===== config.mk =====
export PLATFORM = sky130hd
export DESIGN_NAME = flash_ctrl
export DESIGN_NICKNAME = d
export VERILOG_FILES = /design/src/rtl/flash_ctrl_pkg.sv /design/src/rtl/flash_rr_arb.sv /design/src/rtl/flash_ctrl.sv
export SDC_FILE = /design/constraint.sdc
export NUM_CORES = 1
export LEC_CHECK = 0
export ABC_AREA = 1
export ABC_CLOCK_PERIOD_IN_PS = 3690
export CELL_PAD_IN_SITES_DETAIL_PLACEMENT = 1
export CELL_PAD_IN_SITES_GLOBAL_PLACEMENT = 1
export CORE_ASPECT_RATIO = 0.6
export CORE_MARGIN = 2
export CORE_UTILIZATION = 35
export DETAILED_ROUTE_END_ITERATION = 10
export PLACE_DENSITY_LB_ADDON = 0.1
export SLEW_MARGIN = 25
export SYNTH_ARGS = -nofsm -noshare
export SYNTH_HDL_FRONTEND = slang
export SYNTH_SLANG_ARGS = --single-unit

===== constraint.sdc =====
create_clock -name clk -period 3.69 [get_ports clk]
set_clock_uncertainty 0.1 [all_clocks]
set_input_delay 0.738 -clock clk [delete_from_list [all_inputs] [get_ports clk]]
set_output_delay 0.738 -clock clk [all_outputs]
set_load 0.02 [all_outputs]

===== src/rtl/flash_ctrl_pkg.sv =====
// flash_ctrl_pkg: shared types and encodings for the byte-wide flash sequencer.
package flash_ctrl_pkg;

    typedef enum logic [1:0] {IDLE, ACCESS, DONE} state_t;

    localparam logic [1:0] SZ_B   = 2'b00;
    localparam logic [1:0] SZ_H   = 2'b01;
    localparam logic [1:0] SZ_W   = 2'b10;
    localparam logic [1:0] SZ_BAD = 2'b11;

    localparam logic OWN_IF = 1'b0;
    localparam logic OWN_D  = 1'b1;

    localparam int RD_LAT_DEF = 3;

    // Index of the final byte of an access of the given size.
    function automatic logic [1:0] last_idx(input logic [1:0] sz);
        return sz == SZ_B ? 2'd0 : sz == SZ_H ? 2'd1 : 2'd3;
    endfunction

endpackage


===== src/rtl/flash_rr_arb.sv =====
// flash_rr_arb: 2-way round-robin arbiter; req[0]=fetch, req[1]=data.
module flash_rr_arb
    import flash_ctrl_pkg::*;
(
    input  logic       clk,
    input  logic       rst,
    input  logic [1:0] req,
    input  logic       advance,
    output logic [1:0] grant
);

    logic last_grant;

    always_ff @(posedge clk or negedge rst)
        if (!rst)
            last_grant <= OWN_IF;
        else if (advance)
            last_grant <= grant[1];

    // On a tie the requester not served last wins.
    assign grant[1] = req[1] && (!req[0] || last_grant == OWN_IF);
    assign grant[0] = req[0] && (!req[1] || last_grant == OWN_D);

endmodule


===== src/rtl/flash_ctrl.sv =====
// flash_ctrl: arbitrates fetch/data requests and sequences them as
// little-endian byte cycles on the flash port.
module flash_ctrl
    import flash_ctrl_pkg::*;
#(
    parameter int RD_LAT = RD_LAT_DEF,
    parameter int AW     = 24
) (
    input  logic          clk,
    input  logic          rst,
    input  logic          if_req,
    input  logic [AW-1:0] if_addr,
    output logic          if_done,
    output logic [31:0]   if_rdata,
    input  logic          d_req,
    input  logic          d_we,
    input  logic [1:0]    d_size,
    input  logic [AW-1:0] d_addr,
    input  logic [31:0]   d_wdata,
    output logic          d_done,
    output logic [31:0]   d_rdata,
    output logic          d_err,
    output logic          flash_cs,
    output logic          flash_we,
    output logic          flash_re,
    output logic [AW-1:0] flash_addr,
    output logic [7:0]    flash_wdata,
    input  logic [7:0]    flash_rdata,
    output logic          busy
);

    state_t        state, state_nx;
    logic [1:0]    grant, arb_req, idx, li;
    logic          owner, we_r, err_r, bad, step;
    logic [AW-1:0] base;
    logic [31:0]   wdata_r, rbuf;
    logic [3:0]    wcnt;

    assign bad  = grant[1] && d_size == SZ_BAD;
    assign step = we_r || wcnt == 4'(RD_LAT - 1);
    // While in DONE the owner is presented alone so the arbiter records it.
    assign arb_req = state == DONE ? (owner == OWN_D ? 2'b10 : 2'b01) :
                     state == IDLE ? {d_req, if_req} : 2'b00;

    flash_rr_arb u_arb (
        .clk     (clk),
        .rst     (rst),
        .req     (arb_req),
        .advance (state == DONE),
        .grant   (grant)
    );

    always_ff @(posedge clk or negedge rst)
        if (!rst)
            state <= IDLE;
        else
            state <= state_nx;

    always_comb begin
        state_nx = state == IDLE   ? (|grant ? (bad ? DONE : ACCESS) : IDLE) :
                   state == ACCESS ? (step && idx == li ? DONE : ACCESS) : IDLE;
    end

    always_ff @(posedge clk or negedge rst)
        if (!rst) begin
            owner   <= OWN_IF;
            we_r    <= 1'b0;
            err_r   <= 1'b0;
            base    <= '0;
            wdata_r <= '0;
            li      <= '0;
            idx     <= '0;
            wcnt    <= '0;
            rbuf    <= '0;
        end else if (state == IDLE && |grant) begin
            owner   <= grant[1];
            we_r    <= grant[1] && d_we;
            err_r   <= bad;
            base    <= grant[1] ? d_addr : if_addr;
            wdata_r <= d_wdata;
            li      <= grant[1] ? last_idx(d_size) : 2'd3;
            idx     <= '0;
            wcnt    <= '0;
            rbuf    <= '0;
        end else if (state == ACCESS) begin
            wcnt <= step ? 4'd0 : wcnt + 4'd1;
            if (step && !we_r)
                rbuf[{idx, 3'b000} +: 8] <= flash_rdata;
            if (step && idx != li)
                idx <= idx + 2'd1;
        end

    always_comb begin
        busy        = state != IDLE;
        flash_cs    = state == ACCESS;
        flash_re    = state == ACCESS && !we_r;
        flash_we    = state == ACCESS && we_r;
        flash_addr  = state == ACCESS ? base + AW'(idx) : '0;
        flash_wdata = state == ACCESS && we_r ? wdata_r[{idx, 3'b000} +: 8] : 8'h00;
        if_done     = state == DONE && owner == OWN_IF;
        d_done      = state == DONE && owner == OWN_D;
        d_err       = state == DONE && owner == OWN_D && err_r;
        if_rdata    = rbuf;
        d_rdata     = rbuf;
    end

endmodule

==> reports/metrics.yaml <==
worst_setup_path:
  r2r-start: "idx[0]"
  end_kind: "output port"
  r2r_slack_ps: 970
  start_kind: "register"
  critPathMaxFanout: 6
  crit_required_ps: 2850
  worstPathArrival_ps: 2640
  ff2ff_path_depth: 9
  criticalPathCategory: "register to output port"
  reg2reg_to: "d_rdata[3]"
timing:
  tightest_slew_ps: 737
  period_share_pct: 94.3
  worst_slack_ps: 211
  slew_viol_final: 0
  period_needed_ps: 3480
  finalSetupTns_ps: 0
  rsz0062_at_grt: "no"
  relSlewSlack_pct: 50.9
  hold_viol_final: 0
  setup-violations-final: 0
  max_freq_mhz: 287
run_status:
  status: "finished, final reports clean"
detailed_routing:
  drt-wirelength-per-cell_um: 15.5
  wl_met1_um: 9850
  routed-via-count: 6131
  drt-initial-drc-count: 415
  vias_per_cell: 4.77
  ant_nets: 0
  highest_layer: "met4"
  drc: 0
  dr_wl_met3_um: 1230
  dr_wl_met2_um: 8790
  dr.pass1.iters: 4
  routed_wl_um: 20000
cts:
  htreeDepth: 3
  root_buffer: "clkbuf_16"
  cts_buffers: 9
  cts_tree: "built"
  cts.reportedPaths.clkPinSlew_ps: 70
  cts.sinks: 102
  post_cts_buffers: 0
  clk_latency_ps: 340
  clockBufferDepth: 2
power:
  p_leak_nw: 4.06
  powerDensity_nw_per_um2: 684
  ir_worst_vdd_uv: 327
floorplan:
  start_util_pct: 35.9
  core_um2: 17300
  row_count: 37
  io_pins: 198
  die_y_um: 107
  die_w_um: 176
  die_area_um2: 18800
min_path:
  hold_path_class: "input pin to async pin"
synthesis:
  syn_nets: 1001
  synth_cell_type_count: 34
  yosys_warnings: 0
  ys_ff_latch: 102
  postSynthCellCount: 896
  ys_seq_area_share_pct: 41.1
  syn-mean-instance-area_um2: 6.92
  synthesis.area_um2: 6200
global_route:
  grt_pass1_wl_um: 32700
  grt_pass1_vias: 6363
  grt_max_degree: 73
  globalRoute.totalOverflow: 0
  antenna_found_initial: 0
  track_usage_pct: 21.6
final_layout:
  diodes: 0
  layout_common_cells: "354 x nand2_1, 191 x clkdlybuf4s50_1, 105 x nor2_1, 102 x dfrtp_1, 68 x nand3_1"
  final_layout_size_suffix_gt1_share_pct: 6.08
  syn_to_final_growth_pct: 36.0
  final_common_cell: "nand2_1"
  nNetsFinal: 1152
placement:
  pre_cts_ws_ps: 340
  port_buffers: 197
  gp_congestion: 0.876
  dp_hpwl_um: 15000
flow_run:
  max_cap_violations: 0
-- per-stage QoR --
stage               std cells  hold WS (ps)  area, um^2  power (mW)  util [%]
CTS                      1286           379        8420        5.85      48.8
finish                   1286           354        8440        5.77      48.9
global placement         1270           363        8120        4.80      47.0
detailed placement       1270           365        8120        4.85      47.0
floorplan                 896           342        6200        3.72         -
global route             1286           405        8440        6.23      48.9
-- cell type report --
| type | count | area [um^2] |
|---|---|---|
| clock buffer | 10 | 239 |
| clock inverter | 6 | 62.6 |
| tap | 234 | 293 |
| inverter | 67 | 251 |
| fill | 2200 | 8830 |
| multi-input combinational | 661 | 2980 |
| timing repair buffer | 206 | 2070 |
| sequential | 102 | 2550 |
-- metal layers --
layer / vias up / track usage [%]
met4: 0 / 3.13
met5: - / 0
met2: 153 / 34.3
li1: 3061 / -
met3: 12 / 4.29
met1: 2905 / 31.0
-- synthesized netlist by cell type --
cell type	count	area share, %
a31oi_1	1	0.10
inv_1	61	3.7
buf_4	35	4.2
nor3_1	12	0.97
inv_2	5	0.30
nand3_4	1	0.28
buf_8	1	0.24
nand3_1	68	5.5
dfrtp_1	102	41
a21oi_2	6	0.85
o211ai_1	1	0.12
o21a_1	1	0.12
clkinv_1	1	0.060
clkbuf_1	4	0.24
nand2_1	355	21
nor2_2	5	0.50
fa_1	1	0.32
o21ai_2	1	0.14
nand2_4	3	0.54
or2_2	1	0.10
nor2_4	4	0.73
ha_1	9	1.8
nand2_8	1	0.32
buf_1	1	0.060
xor2_1	3	0.42
o21ai_0	36	2.9
nor3b_2	1	0.20
nand2_2	7	0.71
buf_2	22	1.8
buf_6	3	0.54
o21ai_1	2	0.16
a21oi_1	32	2.6
nor2_1	105	6.4
nand4_1	5	0.50
-- report_power, final --
group / internal (mW) / switching [mW] / total, mW
logic: 1.08 / 1.89 / 2.97
clock network: 0.495 / 0.466 / 0.961
registers: 1.50 / 0.345 / 1.84
-- flip-flops by register name, indices dropped and copies added (netlist names) --
register          flops
li                    2
err_r                 1
d_rdata              32
we_r                  1
owner                 1
wcnt                  4
state                 2
idx                   2
base                 24
u_arb.last_grant      1
wdata_r              32
-- worst max-delay path, stage by stage (launching register included) --
cell             delay, ps
dfrtp_1                430
ha_1                   300
nand2_1                 70
o21ai_2                230
nand2_1                140
nor2_2                 170
nor2_1                  70
nor3b_2                250
clkdlybuf4s50_1        650
-- how the worst max path moves through the flow --
stage                 start        endpoint  slack (ps)
floorplan            idx[0]   flash_addr[8]         910
global placement     idx[0]  flash_addr[14]         420
detailed placement   idx[0]  flash_addr[12]         340
CTS                  idx[0]   flash_addr[8]          10
global route        base[9]  flash_addr[15]          40
finish               idx[1]  flash_addr[15]         210
-- logic make-up (layout without fill, tap and decap cells) --
group	Yosys count	in the layout	synth area share, %
AND/OR/NAND/NOR	568	568	38.2
AO/OA/AOI/OAI	80	80	6.98
adder cells (fa/ha/maj)	10	10	2.14
buffers and inverters	133	289	11.2
flip-flops	102	102	41.1
XOR/XNOR	3	3	0.424
-- repair_timing --
action,4_1_cts,5_1_grt
setup endpoints to repair,2,3
hold buffers,0,0
gates resized for setup,2,7
(Power assumes the default switching activity.)
